==> config.mk <==
export PLATFORM = sky130hd
export DESIGN_NAME = mem_stage
export DESIGN_NICKNAME = d
export VERILOG_FILES = /design/src/rtl/mem_stage.sv
export SDC_FILE = /design/constraint.sdc
export NUM_CORES = 1
export LEC_CHECK = 0
export BUFFER_PORTS_ARGS = -buffer_cell sky130_fd_sc_hd__buf_2
export CORE_AREA = 5 5 135 137
export CTS_CLUSTER_DIAMETER = 30
export DETAILED_ROUTE_END_ITERATION = 10
export DIE_AREA = 0 0 140 142
export PLACE_DENSITY = 0.79
export SYNTH_ARGS = -nofsm -noshare
export SYNTH_HDL_FRONTEND = slang
export SYNTH_SLANG_ARGS = --single-unit
==> constraint.sdc <==
create_clock -name clk -period 14.15 [get_ports clk]
set_input_delay 0.7075 -clock clk [delete_from_list [all_inputs] [get_ports clk]]
set_output_delay 0.7075 -clock clk [all_outputs]
set_load 0.05 [all_outputs]
==> src/rtl/mem_stage.sv <==
// MEM stage of the 5-stage MIPS pipeline: waits for data-SRAM load responses, aligns load data,
// and hands results to WB. load_op: 0 none, 1 lb, 2 lbu, 3 lh, 4 lhu, 5 lw, 6 lwl, 7 lwr.
module mem_stage #(
    parameter int unsigned ES_TO_MS_BUS_WD = 112,
    parameter int unsigned MS_TO_WS_BUS_WD = 73,
    parameter int unsigned MS_EX_BUS_WD    = 12
) (
    input  logic                       clk,
    input  logic                       resetn,
    input  logic                       es_to_ms_valid,
    input  logic [ES_TO_MS_BUS_WD-1:0] es_to_ms_bus,
    input  logic [MS_EX_BUS_WD-1:0]    es_ex_bus,
    output logic                       ms_allowin,
    input  logic                       ws_allowin,
    output logic                       ms_to_ws_valid,
    output logic [MS_TO_WS_BUS_WD-1:0] ms_to_ws_bus,
    output logic [MS_EX_BUS_WD-1:0]    ms_ex_bus,
    input  logic                       data_sram_data_ok,
    input  logic [31:0]                data_sram_rdata,
    input  logic                       flush,
    output logic                       ms_write_reg,
    output logic [4:0]                 ms_reg_dest,
    output logic                       ms_fwd_ok,
    output logic [31:0]                ms_fwd_data
);

    localparam logic [3:0] OP_LB  = 4'd1;
    localparam logic [3:0] OP_LBU = 4'd2;
    localparam logic [3:0] OP_LH  = 4'd3;
    localparam logic [3:0] OP_LHU = 4'd4;
    localparam logic [3:0] OP_LW  = 4'd5;
    localparam logic [3:0] OP_LWL = 4'd6;
    localparam logic [3:0] OP_LWR = 4'd7;

    logic                       ms_valid;
    logic [ES_TO_MS_BUS_WD-1:0] bus_r;
    logic [MS_EX_BUS_WD-1:0]    ex_bus_r;
    logic                       data_buf_valid;
    logic [31:0]                data_buf;
    logic [1:0]                 cancel_cnt;
    logic [1:0]                 cancel_cnt_next;

    logic [3:0]  load_op;
    logic        mem_req;
    logic [1:0]  addr_lo;
    logic [31:0] rt_value;
    logic [3:0]  gr_we;
    logic [4:0]  dest;
    logic [31:0] alu_result;
    logic [31:0] pc;

    assign {load_op, mem_req, addr_lo, rt_value, gr_we, dest, alu_result, pc} = bus_r;

    logic resp_drop;
    logic resp_live;
    logic data_ready;
    logic ms_ready_go;
    logic ms_leave;
    logic buf_capture;
    logic cancel_inc;

    // A response while cancel_cnt != 0 belongs to an already-flushed load.
    assign resp_drop   = data_sram_data_ok && (cancel_cnt != 2'd0);
    assign resp_live   = data_sram_data_ok && (cancel_cnt == 2'd0);
    assign data_ready  = !mem_req || data_buf_valid || resp_live;
    assign ms_ready_go = data_ready;
    assign ms_allowin  = !ms_valid || (ms_ready_go && ws_allowin);
    assign ms_to_ws_valid = ms_valid && ms_ready_go && !flush;
    assign ms_leave    = ms_to_ws_valid && ws_allowin;
    assign buf_capture = resp_live && ms_valid && mem_req && !data_buf_valid;
    assign cancel_inc  = flush && ms_valid && mem_req && !data_buf_valid && !resp_live;

    always_comb begin
        cancel_cnt_next = cancel_cnt;
        if (cancel_inc && !resp_drop) begin
            if (cancel_cnt != 2'd3) begin
                cancel_cnt_next = cancel_cnt + 2'd1;
            end
        end else if (resp_drop && !cancel_inc) begin
            cancel_cnt_next = cancel_cnt - 2'd1;
        end
    end

    always_ff @(posedge clk or negedge resetn) begin
        if (!resetn) begin
            ms_valid       <= 1'b0;
            data_buf_valid <= 1'b0;
            cancel_cnt     <= 2'd0;
        end else begin
            if (flush) begin
                ms_valid <= 1'b0;
            end else if (ms_allowin) begin
                ms_valid <= es_to_ms_valid;
            end
            if (flush || ms_leave) begin
                data_buf_valid <= 1'b0;
            end else if (buf_capture) begin
                data_buf_valid <= 1'b1;
            end
            cancel_cnt <= cancel_cnt_next;
        end
    end

    always_ff @(posedge clk) begin
        if (es_to_ms_valid && ms_allowin) begin
            bus_r    <= es_to_ms_bus;
            ex_bus_r <= es_ex_bus;
        end
        if (buf_capture) begin
            data_buf <= data_sram_rdata;
        end
    end

    logic [31:0] rdata_sel;
    logic [7:0]  load_byte;
    logic [15:0] load_half;
    logic [4:0]  lwl_shamt;
    logic [4:0]  lwr_shamt;
    logic [31:0] lwl_data;
    logic [31:0] lwr_data;
    logic [31:0] final_result;
    logic [3:0]  final_gr_we;

    assign rdata_sel = data_buf_valid ? data_buf : data_sram_rdata;

    always_comb begin
        load_byte = rdata_sel[{addr_lo, 3'b000} +: 8];
        load_half = addr_lo[1] ? rdata_sel[31:16] : rdata_sel[15:0];
        lwl_shamt = {~addr_lo, 3'b000};
        lwr_shamt = {addr_lo, 3'b000};
        lwl_data  = (rdata_sel << lwl_shamt) | (rt_value & ~(32'hffff_ffff << lwl_shamt));
        lwr_data  = (rdata_sel >> lwr_shamt) | (rt_value & ~(32'hffff_ffff >> lwr_shamt));
        final_result = alu_result;
        final_gr_we  = gr_we;
        case (load_op)
            OP_LB:   final_result = {{24{load_byte[7]}}, load_byte};
            OP_LBU:  final_result = {24'd0, load_byte};
            OP_LH:   final_result = {{16{load_half[15]}}, load_half};
            OP_LHU:  final_result = {16'd0, load_half};
            OP_LW:   final_result = rdata_sel;
            OP_LWL: begin
                final_result = lwl_data;
                final_gr_we  = 4'b1111 << ~addr_lo;
            end
            OP_LWR: begin
                final_result = lwr_data;
                final_gr_we  = 4'b1111 >> addr_lo;
            end
            default: ;
        endcase
    end

    assign ms_to_ws_bus = {final_gr_we, dest, final_result, pc};
    assign ms_ex_bus    = ms_valid ? ex_bus_r : '0;
    assign ms_write_reg = ms_valid && (gr_we != 4'd0);
    assign ms_reg_dest  = ms_valid ? dest : 5'd0;
    assign ms_fwd_ok    = ms_write_reg && data_ready;
    assign ms_fwd_data  = final_result;

endmodule
---- After elaboration in Yosys (flattened, before gate mapping) ----
Cells that the tools add are included.
Widths: inputs -> output; s select.
word-level totals
  register bits after elaboration ......... 160
  latch bits .............................. 0
  RAM bits ................................ 0
  bits in read-only memories .............. 0
  word-level logic and storage cells ...... 80
  memories kept ........................... 0
cells by class
  add/sub/neg operators ................... 2
  $mul .................................... 0
  div/mod/pow operators ................... 0
  order comparisons ....................... 0
  equal/unequal tests ..................... 9
  shift-type cells ........................ 7
  mux-type cells .......................... 13
  bitwise gates (word level) .............. 7
  reduce and logical (&&, ||, !) cells .... 36
operators by type and width
  cell                   count
  $pmux 32 s7            1
  $and 32x32->32         2
  $not 32->32            2
  $or 32x32->32          2
  $mux 32                1
  $shiftx 32x6->8        1
  $shl 32x5->32          1
  $shl 32x5->32 const A  1
  $shr 32x5->32          1
  $shr 32x5->32 const A  1
  $logic_and 1x1->1      18
  $eq 4x3->1 const B     4
  $mux 16                1
  $mux 12                1
  $eq 4x2->1 const B     2
  $pmux 4 s2             1
  $reduce_bool 2->1      4
  $logic_not 1->1        7
  $mux 2                 3
  $mux 5                 1
  $eq 4x1->1 const B     1
  $logic_or 1x1->1       4
  $mux 1                 4
  $reduce_bool 4->1      1
  other kinds (9)        9

---- Logic depth before layout (Yosys ltp) ----
  depth in word-level cells ............... 8
  depth in mapped cells ................... 10
  depth with buffers taken out ............ 5

---- Least setup slack after synthesis ----
OpenSTA, ideal clock, no wires.
  path type ............................... flip-flop to flip-flop
  start point ............................. reg data_buf_valid
  end point ............................... reg bus_r[0] (enable)
  setup time .............................. 0.496 ns
  arrival ................................. 5.313 ns
  data required time ...................... 13.654 ns
  slack ................................... 8.341 ns
  cell stages (with the launch flop) ...... 8
  path buffers ............................ 4
  clock period less this slack ............ 5.809 ns
  cell sequence ........................... dfrtp_1 > buf_6 > buf_6 > buf_6 > buf_4 > and3b_1 > o21ai_0 > and2_1
on the way
  longest elaborated chain between the ends .. 5
ends and longest elaborated chain
  what                           line  text
  from (decl)                    38    logic data_buf_valid;
  from (signal assigned)         87    data_buf_valid <= 1'b0;
  from (signal assigned)         96    data_buf_valid <= 1'b0;
  from (signal assigned)         98    data_buf_valid <= 1'b1;
  $logic_or 1x1->1 (2 in a row)  65    assign data_ready = !mem_req || data_buf_valid || resp_live;
  $logic_and 1x1->1              67    assign ms_allowin = !ms_valid || (ms_ready_go && ws_allowin);
  $logic_or 1x1->1               67
  via ms_allowin                 13    output logic ms_allowin,
  $logic_and 1x1->1              105   if (es_to_ms_valid && ms_allowin) begin
  to (signal assigned)           106   bus_r <= es_to_ms_bus;
  to (decl)                      36    logic [ES_TO_MS_BUS_WD-1:0] bus_r;
The timed path passes the listed nets, and every way through them passes these cells.
A chain may end at the register's enable or synchronous reset.

---- Final worst setup path ----
  start point ............................. reg bus_r[108]
  end point ............................... out ms_fwd_data[7]
on the way
  longest elaborated chain between the ends .. 2
  elaborated cells between the ends (all ways) .. 8
  those cells by class .................... eq/ne: 7; mux: 1
ends and longest elaborated chain
  what                                      line  text
  $eq 4x3->1, or another cell as far along  135   case (load_op)
  $pmux 32 s7 *                             135
  to (decl)                                 24    output logic [31:0] ms_fwd_data
Mark *: on every way between the ends. The rest lies on a longest branch, timed or not.

==> metrics.yaml <==
run_status:
  outcome: "finished, final reports clean"
place:
  globalplace.congestion: 0.965
  portBuffers: 287
  dpl_worst_slack_ns: 10.11
  dp_hpwl_um: 17300
synth:
  ys_types: 55
  synth_edf_count: 156
  syn_inst: 616
  syn_area_per_cell_sq_um: 13.5
  synthFlopType: "edfxtp_1"
  ys_seq_elements: 160
  syn-num-nets: 778
  syn_area_sq_mm: 0.00831
  yosysWarnings: 0
  synth-async-reset-ratio_pct: 2.50
  ys_seq_area_share_pct: 57.6
drt:
  drt_pass1_iterations: 5
  drt_iter0_drc: 540
  vias: 6173
  final_antenna_net_count: 0
  via_per_inst: 5.80
  postRouteWirelength_um: 23500
  wire_per_inst_um: 22.1
  drc: 0
setup_path:
  crit_arrival_ns: 3.76
  critPathCaptureType: "primary output"
  cp_slowest_cell: "nand4bb_1"
  path_cells: "nand4bb_1, nor2_1, a21oi_1, nor2_1, a211o_1, buf_2"
  required_ns: 13.44
  worst_path_most_repeated_cell: "nor2_1"
  critical_path_buf_inv_count: 1
  max_stage_delay_ns: 0.96
  cp-start-kind: "flip-flop"
  worst-path-max-fanout: 32
  crit_type: "reg2out"
  critical_path.top_delay_family: "simple AND/OR/NAND/NOR gates"
sta:
  post-route-min-period_ns: 4.47
  drv_slew: 0
  slew_headroom_pct: 22.1
  final-setup-viol-count: 0
  finalCritPeriodShare_pct: 31.6
  final_hold_viol_count: 0
  fin_ws_ns: 9.68
  clock_skew_ns: 0.00520
  fmax_ghz: 0.224
  worst_pin_slew_ns: 1.15
  rsz0062_at_grt: "false"
  fin_tns_setup_ns: 0
job:
  maxCapViolations: 0
final_layout:
  layout.nets: 985
  fill_cells: 1409
  final_common_cell: "buf_2"
  syn_to_final_growth_pct: 21.0
  drive_gt1_share_pct: 45.8
  mostFrequentLayoutCells: "287 x buf_2, 156 x edfxtp_1, 42 x nor2_1, 38 x mux2i_1"
clock_network:
  hold_buffers: 0
  cts.clk_slew.worst_paths_ns: 0.07
  ctsLongestPathBuffers: 2
  cts.sinks: 160
  cts_inserted_buffers: 17
  cts_setup_buffers: 0
  cts-root-buf: "clkbuf_16"
  htreeDepth: 4
  insertion_delay_ns: 0.43
  post_cts_resized: 0
  cts_tree: "built"
floorplan:
  die-area_sq_mm: 0.0199
  chipHeight_um: 142
  die_w_um: 140
  start_util_pct: 49.0
  fp-row-count: 48
  ios: 288
  coreArea_sq_mm: 0.0169
min_path:
  hp-class: "in2async"
power_and_ir_drop:
  power.internal_mw: 0.935
  vdd_drop_max_mv: 0.0874
  p_leak_nw: 4.01
  power_switching_mw: 0.422
  totalPowerFinal_mw: 1.36
  powerDensity_mw_per_mm2: 135
  p_seq_share_pct: 41.6
  p_clk_share_pct: 37.1
  swShare_pct: 31.1
  combPwrFrac_pct: 21.3
global_route:
  grtUsageTotal_pct: 23.3
  antenna_found_initial: 6
  grt_max_degree: 71
  overflow: 0
  grt_pass1_vias: 6189
  grt_first_pass_wirelength_um: 35400
## flip-flops by register name (all words and copies together) (netlist names)
name	cells
cancel_cnt	2
bus_r	112
ms_valid	1
ex_bus_r	12
data_buf	32
data_buf_valid	1
## metrics by stage
stage / hold slack (ns) / std cells / area, sq um / utilization, %
after floorplan: 0.412 / 616 / 8310 / -
after global placement: 0.510 / 1029 / 9390 / 55.5
after detailed placement: 0.521 / 1029 / 9390 / 55.5
after CTS: 0.0646 / 1061 / 10000 / 59.3
after global routing: 0.0640 / 1062 / 10000 / 59.3
final: 0.0786 / 1064 / 10000 / 59.3
## worst paths after layout
kind / startpoint / to / slack, ns / cells after the start
min in group clk: es_to_ms_bus[8] / bus_r[8] / 0.45 / 1
worst max-delay path: bus_r[108] / ms_fwd_data[7] / 9.68 / 6
worst min-delay path: resetn / data_buf_valid / 0.08 / 1
worst max register to register: data_buf_valid / bus_r[87] / 10.58 / 5
worst min register to register: cancel_cnt[0] / cancel_cnt[1] / 0.56 / 2
max in group asynchronous: resetn / data_buf_valid / 13.94 / 1
## cell families after synthesis
logic type / synth area share, %
AO/OA/AOI/OAI: 11.6
multiplexers: 14.3
flip-flops: 57.6
XOR/XNOR: 0.105
AND/OR/NAND/NOR: 7.41
buffers and inverters: 8.96
## power groups by stage
stage | logic [mW] | clock network (mW) | registers, mW
final | 0.288 | 0.503 | 0.565
after detailed placement | 0.288 | 0 | 0.575
after CTS | 0.289 | 0.512 | 0.565
after floorplan | 0.232 | 0 | 0.570
after global placement | 0.285 | 0 | 0.574
after global routing | 0.303 | 0.535 | 0.567
## routing by layer
| layer | part of all wire, % | vias to the layer above | track usage [%] |
|---|---|---|---|
| li1 | - | 2764 | - |
| met1 | 36 | 2930 | 27.8 |
| met2 | 49 | 414 | 38.8 |
| met3 | 12 | 57 | 8.13 |
| met4 | 3.0 | 8 | 9.99 |
| met5 | 0.18 | - | 0 |
## synthesized netlist by cell type (2+ instances only)
| cell type | count | area share [%] |
|---|---|---|
| edfxtp_1 | 156 | 56 |
| buf_4 | 71 | 6.4 |
| nor2_1 | 44 | 2.0 |
| mux2i_1 | 38 | 4.6 |
| mux4_2 | 25 | 6.8 |
| nand2_1 | 25 | 1.1 |
| o21ai_0 | 22 | 1.3 |
| and2_1 | 20 | 1.5 |
| mux2_2 | 20 | 2.7 |
| a21oi_1 | 16 | 0.96 |
| clkbuf_1 | 14 | 0.63 |
| buf_2 | 13 | 0.78 |
| o32a_1 | 11 | 1.3 |
| inv_1 | 10 | 0.45 |
| o22ai_1 | 10 | 0.75 |
| a211oi_1 | 9 | 0.81 |
| a31oi_1 | 9 | 0.68 |
| o211ai_1 | 9 | 0.81 |
| o22a_1 | 9 | 0.95 |
| a22o_1 | 7 | 0.74 |
| nand3_1 | 7 | 0.42 |
| a221o_1 | 6 | 0.72 |
| buf_1 | 6 | 0.27 |
| a221oi_1 | 5 | 0.53 |
| dfrtp_1 | 4 | 1.2 |
| nand2b_1 | 4 | 0.30 |
| a21o_1 | 3 | 0.27 |
| a222oi_1 | 3 | 0.36 |
| buf_6 | 3 | 0.41 |
| nor3_1 | 3 | 0.18 |
| o221ai_1 | 3 | 0.32 |
| and3_1 | 2 | 0.15 |
| and3b_1 | 2 | 0.21 |
| nand3b_1 | 2 | 0.18 |
| nor2b_1 | 2 | 0.15 |
| nor3b_1 | 2 | 0.18 |
| nor4bb_1 | 2 | 0.24 |
| or2_2 | 2 | 0.15 |
## layout make-up
class | instances | area (sq um) | area share, %
repair buffers | 295 | 1500 | 14.9
well taps | 225 | 282 | 2.80
inverters | 10 | 37.5 | 0.374
multi-input cells | 339 | 2790 | 27.8
clock buffers | 17 | 425 | 4.23
flip-flops and latches | 160 | 4790 | 47.6
diodes | 3 | 7.51 | 0.0747
clock inverters | 15 | 224 | 2.23
## worst reg2reg max path, stage by stage, from the launching register on
cell and delay, ns:
dfrtp_2 0.34, buf_4 0.71, and3b_1 0.28, o21ai_0 0.30
and2_4 0.69, buf_4 0.80
Power figures use the tool's default switching activity.
